<file path="src/rtl/inst_fetch_unit.sv">
// Instruction fetch unit: one-outstanding SRAM-like fetch from pc, registered handoff to decode.
// Optional misaligned-pc fault (no memory access, inst_adel=1) under `define FETCH_ADEL_CHECK_EN.
module inst_fetch_unit #(
    parameter logic [31:0] RESET_PC = 32'hbfc0_0000
) (
    input  logic        clk,
    input  logic        reset,
    input  logic [31:0] pc,
    input  logic        pc_stall,
    input  logic        is_exp,
    output logic        busy,
    output logic        inst_req,
    output logic [31:0] inst_addr,
    input  logic        inst_addr_ok,
    input  logic [31:0] inst_rdata,
    input  logic        inst_data_ok,
    output logic [31:0] inst,
    output logic [31:0] inst_pc,
    output logic        inst_valid,
    output logic        inst_adel
);

    typedef enum logic [2:0] {
        IDLE  = 3'd0,
        REQ   = 3'd1,
        WAIT  = 3'd2,
        VALID = 3'd3,
        DROP  = 3'd4
    } state_t;

    state_t      state_q, state_d;
    logic [31:0] inst_q, inst_d;
    logic [31:0] inst_pc_q, inst_pc_d;
    logic        adel_q, adel_d;
    logic        misaligned;

`ifdef FETCH_ADEL_CHECK_EN
    assign misaligned = (pc[1:0] != 2'b00);
    assign inst_adel  = adel_q;
`else
    assign misaligned = 1'b0;
    assign inst_adel  = 1'b0;
`endif

    assign inst_addr  = pc;
    assign inst_req   = (state_q == REQ) && !misaligned;
    assign busy       = (state_q != VALID);
    assign inst_valid = (state_q == VALID);
    assign inst       = inst_q;
    assign inst_pc    = inst_pc_q;

    always_comb begin
        state_d   = state_q;
        inst_d    = inst_q;
        inst_pc_d = inst_pc_q;
        adel_d    = adel_q;
        case (state_q)
            IDLE: state_d = REQ;
            REQ: begin
                // A redirect accepted alongside addr_ok still owes us a response.
                if (is_exp)
                    state_d = (inst_req && inst_addr_ok) ? DROP : REQ;
                else if (misaligned) begin
                    state_d   = VALID;
                    inst_d    = 32'h0;
                    inst_pc_d = pc;
                    adel_d    = 1'b1;
                end else if (inst_addr_ok)
                    state_d = WAIT;
            end
            WAIT: begin
                if (inst_data_ok) begin
                    if (is_exp)
                        state_d = REQ;
                    else begin
                        state_d   = VALID;
                        inst_d    = inst_rdata;
                        inst_pc_d = pc;
                        adel_d    = 1'b0;
                    end
                end else if (is_exp)
                    state_d = DROP;
            end
            VALID: if (is_exp || !pc_stall) state_d = REQ;
            DROP:  if (inst_data_ok) state_d = REQ;
            default: state_d = IDLE;
        endcase
    end

    always_ff @(posedge clk) begin
        if (!reset) begin
            state_q   <= IDLE;
            inst_q    <= 32'h0;
            inst_pc_q <= RESET_PC;
            adel_q    <= 1'b0;
        end else begin
            state_q   <= state_d;
            inst_q    <= inst_d;
            inst_pc_q <= inst_pc_d;
            adel_q    <= adel_d;
        end
    end

endmodule

</file>
<file path="config.mk">
export PLATFORM = sky130hd
export DESIGN_NAME = inst_fetch_unit
export DESIGN_NICKNAME = d
export VERILOG_FILES = /design/src/rtl/inst_fetch_unit.sv
export SDC_FILE = /design/constraint.sdc
export NUM_CORES = 1
export LEC_CHECK = 0
export CAP_MARGIN = 0
export CORE_ASPECT_RATIO = 1.75
export CORE_MARGIN = 3
export CORE_UTILIZATION = 35
export CTS_CLUSTER_DIAMETER = 40
export CTS_CLUSTER_SIZE = 30
export DETAILED_ROUTE_END_ITERATION = 10
export HOLD_SLACK_MARGIN = 0.05
export PLACE_DENSITY = 0.77
export REMOVE_ABC_BUFFERS = 1
export SYNTH_ARGS = -nofsm -noshare
export SYNTH_HDL_FRONTEND = slang
export SYNTH_SLANG_ARGS = --single-unit
</file>
<file path="constraint.sdc">
create_clock -name clk -period 4.6 [get_ports clk]
set_clock_uncertainty 0.1 [all_clocks]
set_input_delay 0.46 -clock clk [delete_from_list [all_inputs] [get_ports clk]]
set_output_delay 0.46 -clock clk [all_outputs]
set_load 0.01 [all_outputs]
</file>
* After elaboration in Yosys (flattened, before gate mapping)
Cells that the tools add are included.
Word-level totals: register bits 67, bits of input ports 70, logic and storage cells 28
Cells by class: equal/unequal tests 9, multiplexer cells 9, bitwise logic cells 1, reductions and logical operators 6
Operators with widths (number):
- $mux W3 | 7
- $pmux W3 S5 | 1
- $eq A3 B2 Y1 const B | 2
- $ne A3 B2 Y1 const B | 2
- $reduce_and A4 Y1 | 1
- $eq A3 B1 Y1 const B | 1
- $eq A3 B3 Y1 const B | 1
- $logic_not A3 Y1 | 1
- $ne A3 B3 Y1 const B | 1
- $reduce_and A3 Y1 | 1
- $mux W2 | 1
- $ne A2 B1 Y1 const B | 1
- $ne A2 B2 Y1 const B | 1
- $logic_and A1 B1 Y1 | 1
- $logic_not A1 Y1 | 1
- $logic_or A1 B1 Y1 | 1
- $not A1 Y1 | 1

* Longest topological paths before layout
word-level depth 5, depth in mapped cells 6, gate-level depth less buffers 4

* Worst setup path before layout
OpenSTA, ideal clock, no wires.
path kind input to register, from in is_exp, to reg state_q[2], setup time 121 ps, arrival time 1326 ps, data required time 4379 ps, slack 3053 ps, stages on the path 4, path buffers 0, path through nor2_1 -> nand2_1 -> o21ai_0 -> mux2_2
On the way: longest elaborated chain between the ends 3
Ends and longest elaborated chain:
- start, declared | line 10 | input logic is_exp,
- $logic_or A1 B1 Y1 | line 84 | VALID: if (is_exp || !pc_stall) state_d = REQ;
- $ne A2 B1 Y1 (no line)
- $reduce_and A4 Y1 (no line)
- end signal, assigned | line 97 | state_q <= state_d;
- end, declared | line 31 | state_t state_q, state_d;
Several ways; a longest one is shown, not always the timed one. A chain may end at the register's enable or synchronous reset.

* Final worst setup path
from in is_exp, to reg inst_pc_q[27] (netlist: inst_pc[27])
On the way: longest elaborated chain between the ends 2
Ends and longest elaborated chain:
- $not A1 Y1 (no line)
- $reduce_and A3 Y1 (no line)
- end signal, assigned | line 99 | inst_pc_q <= inst_pc_d;
- end, declared | line 33 | logic [31:0] inst_pc_q, inst_pc_d;
No other way between the ends.

==> metrics.md <==
| Metric | Value |
|---|---|
| Post-synthesis sequential area ratio | around 47% |
| Die span in x | 74.4 microns |
| Yosys top cell by area | dfxtp_1 |
| Asr flop ratio synth | 0% |
| Crit path launch type | primary input |
| Pre-antenna DRT Iters | 4 |
| Setup WS post-layout | 2.26 ns |
| Logic pwr share | about an eighth |
| Crit Path Class | in2reg |
| Power density over cell area | 313 nW/um^2 |
| CTS buffer count | 9 |
| H-tree Lvls | 3 |
| Final Max Slew Viols | 0 |
| NetSw | 301 uW |
| Crit path DAT | 2.40 ns |
| Slew margin rel. | between 30% and 40% |
| Synth warn | 0 |
| Share of layout cells above drive strength 1 | 4.00% |
| I/O pins | 170 |
| Min Clock Period, post-route | roughly 2.3 ns |
| Initial core utilization | approximately 36% |
| DIE AREA | 9340 sq um |
| P_leak | 1.64 nW |
| Area Growth Syn to Fin | 59.6% |
| # hold bufs at CTS | 0 |
| Worst-Skew Late Latency | 0.32 ns |
| Peak supply drop | 0.197 mV |
| Die H | ~130 microns |
| Tcrit/Tclk final | 51.0% |
| CTS root buffer | clkbuf_16 |
| CTS Buffer Depth | 2 |
| Antenna viol nets, final | 0 |
| Post-synth cell types | 29 |
| Clock-pin slew on the worst setup and hold paths | 0.05 ns |
| Global-route wire length before repair | roughly 12,000 microns |
| Initial antenna violation count | 0 |
| CP max FO | 33 |
| Gpl congestion | 0.805 |
| Final nets | 540 |
| Hold Fails Final Rpt | 0 |
| Final setup fails | 0 |
| Gate count after technology mapping | 344 |
| DR iter-0 viols | 126 |
| Max-cap violations | 0 |
| Largest net degree at the start of global routing | 70 |
| Worst Hold Class | reg2reg |
| Slew @ Worst Pin | approximately 1.0 ns |
| Std-Cell Rows | 43 |
| Top-count cell post-synth | nand2_1 |
| Final TNS setup | 0 ns |
| Grt ovf | 0 |
| Vias per inst | 4.68 |
| Synth Cell Area | 2860 sq um |
| CTS Sinks | 67 |
| Worst EP required | 4.66 ns |
| Synthesis-stage register bit count | 67 |
| Place WS | 1.91 ns |
| Max Fclk | 426 MHz |
| CTS resizes | 0 |
| Critical Path End Type | flop |
| RSZ-0062 raised after global routing | no |
| HPWL Detailed | 5800 microns |
| Placeable core area | 7960 sq um |
| Internal | 1.13 mW |
| Post-CTS setup buffers | 0 |
| IO buf count | 168 |
| Vias in the first global route | 2,494 |
| Avg Cell Area, Syn | ~8.3 sq um |
| Area contributors post-synth | dfxtp_1 (47%), nand2_1 (17%), a21boi_1 (13%), buf_4 (8.7%), buf_6 (2.4%) |
| Total GRT Usage | 17.2% |
| Routed WL | 7960 microns |
| # diodes | 0 |
| EDFF count, synth | 0 |
| Commonest cells post-synth | nand2_1 (131), dfxtp_1 (67), a21boi_1 (51), buf_4 (33), clkbuf_1 (13) |
| Pwr Total | ~1.4 mW |
| Post-synth top area share | between 40% and 50% |
| Top_reg_cell synth | dfxtp_1 |
| Switching Fraction | 21.1% |
| Fin util | 57.4% |
| CTS tree | built |
| Number of remaining DRC errors | 0 |
| Wire per inst | between 10 and 15 microns |
| Clk pwr share | 45.6% |
| Via count | 2,643 |
| Status | finished clean |
| Part of the power in registers | 42.2% |
==> routing by layer <==
metal  share of wire, %  vias to the layer above  global-route usage, %  wire (microns)
met5                  0                        -                      0               0
met4                2.6                        0                   9.01             207
met3                5.0                       14                   4.79             396
met2                 58                       89                   30.5            4580
met1                 35                     1220                   17.8            2770
li1                   -                     1320                      -               -
==> worst max-delay path, cell delays in order <==
cell,delay (ns)
clkdlybuf4s50_1,0.46
nor2_1,0.25
nand3_2,0.56
buf_4,0.47
nand2_1,0.12
nand3_1,0.07
==> power by group through the flow <==
stage / clock network [mW] / registers (mW) / logic (mW)
6_report: 0.651 / 0.602 / 0.174
2_1_floorplan: 0 / 0.615 / 0.0361
3_3_place_gp: 0 / 0.613 / 0.173
4_1_cts: 0.672 / 0.602 / 0.176
5_1_grt: 0.696 / 0.603 / 0.186
3_5_place_dp: 0 / 0.614 / 0.175
==> layout make-up <==
| cell class | instances | area, sq um |
|---|---|---|
| clock buffers | 15 | 288 |
| inverters | 1 | 3.75 |
| repair buffers | 169 | 1680 |
| well taps | 90 | 113 |
| clock inverters | 1 | 5.00 |
| flip-flops and latches | 67 | 1340 |
| multi-input cells | 222 | 1130 |
| fillers | 716 | 3400 |
==> logic make-up (layout without fill, tap and decap cells) <==
family	Yosys count	after routing	share of synthesized area (%)
flops	67	67	46.9
buf+inv	55	186	13.6
simple gates	158	158	23.0
compound gates	61	61	15.7
mux	2	2	0.743
other cells	1	1	0.131
==> registers in the layout, summed over array words and instances, names as in the netlist <==
register,flops
inst,32
inst_pc,32
state_q,3
==> path summary, 6_finish.rpt <==
check / endpoint / slack, ns / from / cells past startpoint
worst max-delay path: inst_pc[27] / 2.26 / is_exp / 6
worst min-delay path: inst_pc[17] / 0.35 / inst_pc[17] / 2
worst max register to register: inst_pc[27] / 2.46 / state_q[0] / 5
worst min register to register: inst_pc[17] / 0.35 / inst_pc[17] / 2
==> stage by stage <==
stage	std cells	hold WS [ns]	cell area, sq um
after floorplan	290	0.379	2480
after global placement	549	0.340	4270
after detailed placement	549	0.344	4270
after CTS	565	0.351	4570
after global routing	565	0.366	4570
final	565	0.348	4570
==> layout by cell type (no fill, tap or decap), drive strengths merged, types with 2 or more instances in the layout <==
master           n
dfxtp           67
clkdlybuf4s50  167
nand2b           3
nand3           10
clkbuf          15
nor2             4
a21boi          55
nor3b            3
o21ai            2
a21oi            2
buf              2
nand2          131
Note: power is estimated with default switching activity, not from simulation.
